[src/rtl/softmax_normalize.sv]
`default_nettype none
// ============================================================================
// Module      : softmax_normalize
// Description : Final softmax stage. Collects a vector of exponential-stage
//               samples (signed Q3.5, negatives clamp to zero), sums them,
//               computes R = floor(2^20 / sum) with a restoring divider, then
//               streams out each sample scaled as min(255, (x * R) >> 12)
//               as an unsigned Q0.8 probability.
// Ports       : clk, rst_n (async, active-low)
//               in_valid/in_ready/in_data/in_last   - sample input stream
//               out_valid/out_ready/out_data/out_last - probability stream
//               busy - high while dividing or emitting
// Revision    : 1.0 - initial release
// ============================================================================
module softmax_normalize #(
    parameter int XY_SZ = 8,
    parameter int DEPTH = 16
) (
    input  logic             clk,
    input  logic             rst_n,
    input  logic             in_valid,
    output logic             in_ready,
    input  logic [XY_SZ-1:0] in_data,
    input  logic             in_last,
    output logic             out_valid,
    input  logic             out_ready,
    output logic [XY_SZ-1:0] out_data,
    output logic             out_last,
    output logic             busy
);

    localparam int c_ADDR_W = $clog2(DEPTH);
    localparam int c_CNT_W  = c_ADDR_W + 1;
    localparam int c_SUM_W  = 12;
    localparam int c_R_W    = 21;
    localparam int c_REM_W  = c_SUM_W + 1;
    localparam int c_PROD_W = XY_SZ + c_R_W;
    localparam int c_SHIFT  = 12;

    typedef enum logic [1:0] {
        COLLECT = 2'd0,
        DIVIDE  = 2'd1,
        EMIT    = 2'd2
    } state_t;

    state_t               r_state;
    logic [c_CNT_W-1:0]   r_count;
    logic [c_CNT_W-1:0]   r_idx;
    logic [c_SUM_W-1:0]   r_sum;
    logic [c_REM_W-1:0]   r_rem;
    logic [c_R_W-1:0]     r_recip;
    logic [4:0]           r_step;
    logic [XY_SZ-1:0]     r_buf [DEPTH];
    logic                 r_out_valid;
    logic                 r_out_last;
    logic [XY_SZ-1:0]     r_out_data;

    logic                 w_accept;
    logic                 w_vec_end;
    logic [XY_SZ-1:0]     w_sample;
    logic [c_REM_W:0]     w_rem_shift;
    logic                 w_rem_ge;
    logic [XY_SZ-1:0]     w_elem;
    logic [c_PROD_W-1:0]  w_prod;
    logic [c_PROD_W-1:0]  w_scaled;
    logic [XY_SZ-1:0]     w_sat;
    logic                 w_is_last_elem;

    assign in_ready  = (r_state == COLLECT);
    assign busy      = (r_state != COLLECT);
    assign out_valid = r_out_valid;
    assign out_last  = r_out_last;
    assign out_data  = r_out_data;

    assign w_accept  = in_valid && (r_state == COLLECT);
    // A full buffer closes the vector even without in_last.
    assign w_vec_end = in_last || (r_count == c_CNT_W'(DEPTH - 1));
    // Negative exponential results are treated as zero weight.
    assign w_sample  = in_data[XY_SZ-1] ? '0 : in_data;

    // Restoring division of 2^20: the dividend has a single 1 at its MSB, so
    // the bit shifted in is 1 only on the first step.
    assign w_rem_shift = {r_rem, (r_step == 5'd0)};
    assign w_rem_ge    = (w_rem_shift >= (c_REM_W + 1)'(r_sum));

    assign w_elem         = r_buf[r_idx[c_ADDR_W-1:0]];
    assign w_prod         = c_PROD_W'(w_elem) * c_PROD_W'(r_recip);
    assign w_scaled       = w_prod >> c_SHIFT;
    assign w_sat          = (|w_scaled[c_PROD_W-1:XY_SZ]) ? '1 : w_scaled[XY_SZ-1:0];
    assign w_is_last_elem = (r_idx == r_count - c_CNT_W'(1));

    // Sample storage carries no reset; it is only read after being written.
    always_ff @(posedge clk) begin
        if (w_accept) begin
            r_buf[r_count[c_ADDR_W-1:0]] <= w_sample;
        end
    end

    always_ff @(posedge clk or negedge rst_n) begin
        if (!rst_n) begin
            r_state     <= COLLECT;
            r_count     <= '0;
            r_idx       <= '0;
            r_sum       <= '0;
            r_rem       <= '0;
            r_recip     <= '0;
            r_step      <= '0;
            r_out_valid <= 1'b0;
            r_out_last  <= 1'b0;
            r_out_data  <= '0;
        end else begin
            case (r_state)
                COLLECT: begin
                    if (w_accept) begin
                        r_sum   <= r_sum + c_SUM_W'(w_sample);
                        r_count <= r_count + c_CNT_W'(1);
                        if (w_vec_end) begin
                            r_state <= DIVIDE;
                            r_step  <= '0;
                            r_rem   <= '0;
                            r_recip <= '0;
                        end
                    end
                end

                DIVIDE: begin
                    r_rem   <= c_REM_W'(w_rem_ge ? (w_rem_shift - (c_REM_W + 1)'(r_sum))
                                                 : w_rem_shift);
                    r_recip <= {r_recip[c_R_W-2:0], w_rem_ge};
                    r_step  <= r_step + 5'd1;
                    if (r_step == 5'd20) begin
                        r_state <= EMIT;
                        r_idx   <= '0;
                        // Dividing by zero yields all ones; the vector is all
                        // zero weight, so force a zero reciprocal instead.
                        if (r_sum == '0) begin
                            r_recip <= '0;
                        end
                    end
                end

                EMIT: begin
                    // Load a new element when nothing is presented yet or the
                    // presented one is being taken this cycle.
                    if (!r_out_valid || out_ready) begin
                        if (r_out_valid && r_out_last) begin
                            r_state     <= COLLECT;
                            r_out_valid <= 1'b0;
                            r_out_last  <= 1'b0;
                            r_out_data  <= '0;
                            r_count     <= '0;
                            r_sum       <= '0;
                        end else begin
                            r_out_data  <= w_sat;
                            r_out_last  <= w_is_last_elem;
                            r_out_valid <= 1'b1;
                            r_idx       <= r_idx + c_CNT_W'(1);
                        end
                    end
                end

                default: begin
                    r_state <= COLLECT;
                end
            endcase
        end
    end

endmodule
`default_nettype wire

[config.mk]
export PLATFORM = sky130hd
export DESIGN_NAME = softmax_normalize
export DESIGN_NICKNAME = d
export VERILOG_FILES = /design/src/rtl/softmax_normalize.sv
export SDC_FILE = /design/constraint.sdc
export NUM_CORES = 1
export LEC_CHECK = 0
export BUFFER_PORTS_ARGS = -buffer_cell sky130_fd_sc_hd__buf_2
export CAP_MARGIN = 40
export CORE_UTILIZATION = 60
export CTS_BUF_LIST = sky130_fd_sc_hd__clkbuf_4
export DETAILED_ROUTE_END_ITERATION = 12
export GPL_ROUTABILITY_DRIVEN = 0
export GPL_TIMING_DRIVEN = 0
export PLACE_DENSITY = 0.8
export SYNTH_ARGS = -nofsm -noshare
export SYNTH_HDL_FRONTEND = slang
export SYNTH_SLANG_ARGS = --single-unit
[constraint.sdc]
create_clock -name clk -period 7.5 [get_ports clk]
set_clock_uncertainty 0.2 [all_clocks]
set_input_delay 1.5 -clock clk [delete_from_list [all_inputs] [get_ports clk]]
set_output_delay 1.5 -clock clk [all_outputs]
set_load 0.005 [all_outputs]
==> flow_summary.ini <==
[timing]
setup_tns_ns = 0
slew_viol_final = 0
fmax_mhz = 136
setup_viol = 0
hold_slack_ns = 0.343
hold_viol = 0
period_share = 0.980
relSlewSlack = 0.350
layout_min_cycle_time_ns = 7.35
worstMarginPinSlew_ns = 0.968

[clocking]
cts_tree = done
clkSlewWorstSetupHoldPaths_ns = 0.19
cts_buffers = 17
insertion_delay_ns = 0.60
numClockSinks = 185
clk_path_buf_depth = 2
htree_levels = 4
cts_root_buf = clkbuf_4

[worst_setup_path]
critPathMaxFanout = 10
required_ns = 7.80
cp.arrival_ns = 7.65
crit_type = flop to flop
end_kind = flop
startpoint_type = flop

[synth]
synth_top_area_share = 0.248
seq_area_frac_synth = 0.383
synth-main-ff-cell = edfxtp_1
yosys.area.top_type = edfxtp_1
avgSynthCellArea_sq_um = 11.3
ys_ff_latch = 185
synth_enable_flop_cells = 112
synth_cell_types = 70
yosysWarnings = 0
synthTopCellsByArea = edfxtp_1, fa_1, dfrtp_1
postSynthNetCount = 1399
syn_inst = 1199
syn-cell-area_sq_um = 13500
synthArstFlopShare = 0.395

[drt]
ant_nets = 0
first_pass_iters = 10
num_vias = 9289
vias_per_cell = 5.99
drc = 2
wirelength_um = 30600
drt-initial-drc-count = 674
wl_per_cell_um = 19.7

[grt]
grt_overflow = 0
antenna_found_initial = 0
grt_pass1_wl_um = 49600
grtUsageTotal = 0.276
grt_max_degree = 66
grt_pass1_vias = 9527

[final_layout]
fin_nets = 1457
n_antenna_cell = 0
area_growth_pct = 8.17
fillers = 1631
drive_gt1_frac = 0.117

[floorplanning]
die_x_um = 152
die_area_sq_um = 23200
io_pins = 25
initial_core_util = 0.617
die_h_um = 152
placementRows = 54
core_area_sq_um = 22000

[run_status]
outcome = finished, violations left
violations = DRC

[place]
hpwlAfterDp_um = 23300
io_buffers = 24

[run]
drv_cap = 0

[hold_path]
hp-class = flop to flop
==> per-layer routing <==
| metal | vias up | part of all wire | GRT usage |
|---|---|---|---|
| li1 | 4319 | - | - |
| met1 | 4690 | 0.43 | 0.363 |
| met2 | 235 | 0.51 | 0.484 |
| met4 | 0 | 0.021 | 0.0748 |
| met5 | - | 0 | 0 |
| met3 | 45 | 0.037 | 0.0361 |
==> what timing repair did <==
item,4_1_cts,5_1_grt
pin swaps,2,2
resized for setup,22,30
setup buffers,4,7
endpoints found under the setup margin,8,8
hold buffers,0,0
==> area by class of cell <==
cell class	instances	area (sq um)	share of cell area
multi-input combinational	835	7750	0.529
sequential	185	5190	0.354
inverter	129	484	0.0331
tap	280	350	0.0239
timing repair buffer	44	312	0.0213
buffer	45	243	0.0166
clock inverter	15	189	0.0129
clock buffer	17	128	0.00871
==> cell usage after synthesis, types with 8 or more instances <==
cell and instances:
a21o_1 25, a21oi_1 41, xnor2_1 19, o22ai_1 9, o21bai_1 8, nor3_1 14, nand3_1 20, nor2_1 47
inv_1 129, mux4_2 35, nor4_1 9, fa_1 96, mux2i_1 11, nand4_1 14, nand2_1 81, nor2b_1 16
xor2_1 17, clkbuf_1 37, and2_1 127, dfrtp_1 73, o21ai_0 40, buf_1 10, ha_1 91, a22o_1 22
edfxtp_1 112, and3_1 9
==> through the flow <==
stage                     instance area (sq um)  setup slack (ns)  utilization  cells
after floorplan                           13500             0.167            -   1199
final                                     14600             0.152        0.667   1550
after CTS                                 14500           0.00411        0.661   1544
after detailed placement                  14100            -0.802        0.643   1512
after global routing                      14600           -0.0833        0.667   1550
after global placement                    14000            -0.667        0.638   1503
==> cells in the final DEF (no fill, tap or decap), drive strengths merged, types with 4 or more instances in the layout <==
cell    instances
a211oi          5
a21o           25
a21oi          41
a22o           22
a22oi           7
and2          127
and3            9
buf            57
clkbuf         49
clkinv          7
dfrtp          73
edfxtp        112
fa             96
ha             91
inv           136
mux2            5
mux2i          11
mux4           35
nand2          81
nand2b          7
nand3          20
nand4          15
nor2           47
nor2b          16
nor3           14
nor4            9
o211ai          5
o21a            5
o21ai          42
o21bai          8
o22ai           9
o31ai           4
or3             5
xnor2          19
xor2           17
==> state kept, by name, indices dropped and copies added, names as in the netlist <==
signal	count
r_recip	21
r_count	5
r_idx	5
r_sum	12
out_valid	1
out_last	1
r_buf	112
r_step	5
r_rem	13
r_state	2
out_data	8
==> worst paths after layout <==
path                       depth (start not counted)     endpoint  slack (ns)      start
max                                               23  out_data[1]        0.15   r_idx[0]
min                                                2    r_rem[12]        0.34  r_rem[12]
min in group asynchronous                          1  out_data[0]        0.46      rst_n
max reg2reg                                       23  out_data[1]        0.15   r_idx[0]
min reg2reg                                        2    r_rem[12]        0.34  r_rem[12]
max in group asynchronous                          2  r_recip[15]        6.03      rst_n
==> worst max-delay path, cell delays in order (launching register included) <==
cell and delay, ns:
dfrtp_1 0.44, buf_12 0.15, buf_12 0.16, mux4_2 0.55, mux4_2 0.52, clkbuf_4 0.21, and2_1 0.19, fa_1 0.59
fa_1 0.45, fa_1 0.54, inv_1 0.05, fa_1 0.52, inv_1 0.06, ha_4 0.32, nand2_1 0.10, nor4_2 0.39
a211oi_2 0.13, a2111oi_4 0.48, o21ai_4 0.11, and3_1 0.19, or3_1 0.42, o41ai_4 0.20, buf_4 0.20, nand3_1 0.08
==> logic make-up after synthesis <==
kind of cell               share of synthesized area
AOI/OAI and AO/OA                              0.102
xor gates and xnor gates                      0.0233
adders and majority gates                      0.226
buffers and inverters                         0.0511
DFF                                            0.383
muxes                                         0.0705
and+or+nand+nor                                0.143
Power is not shown: default switching activity piles up to over one toggle a cycle in this logic, so the estimate is an artifact.
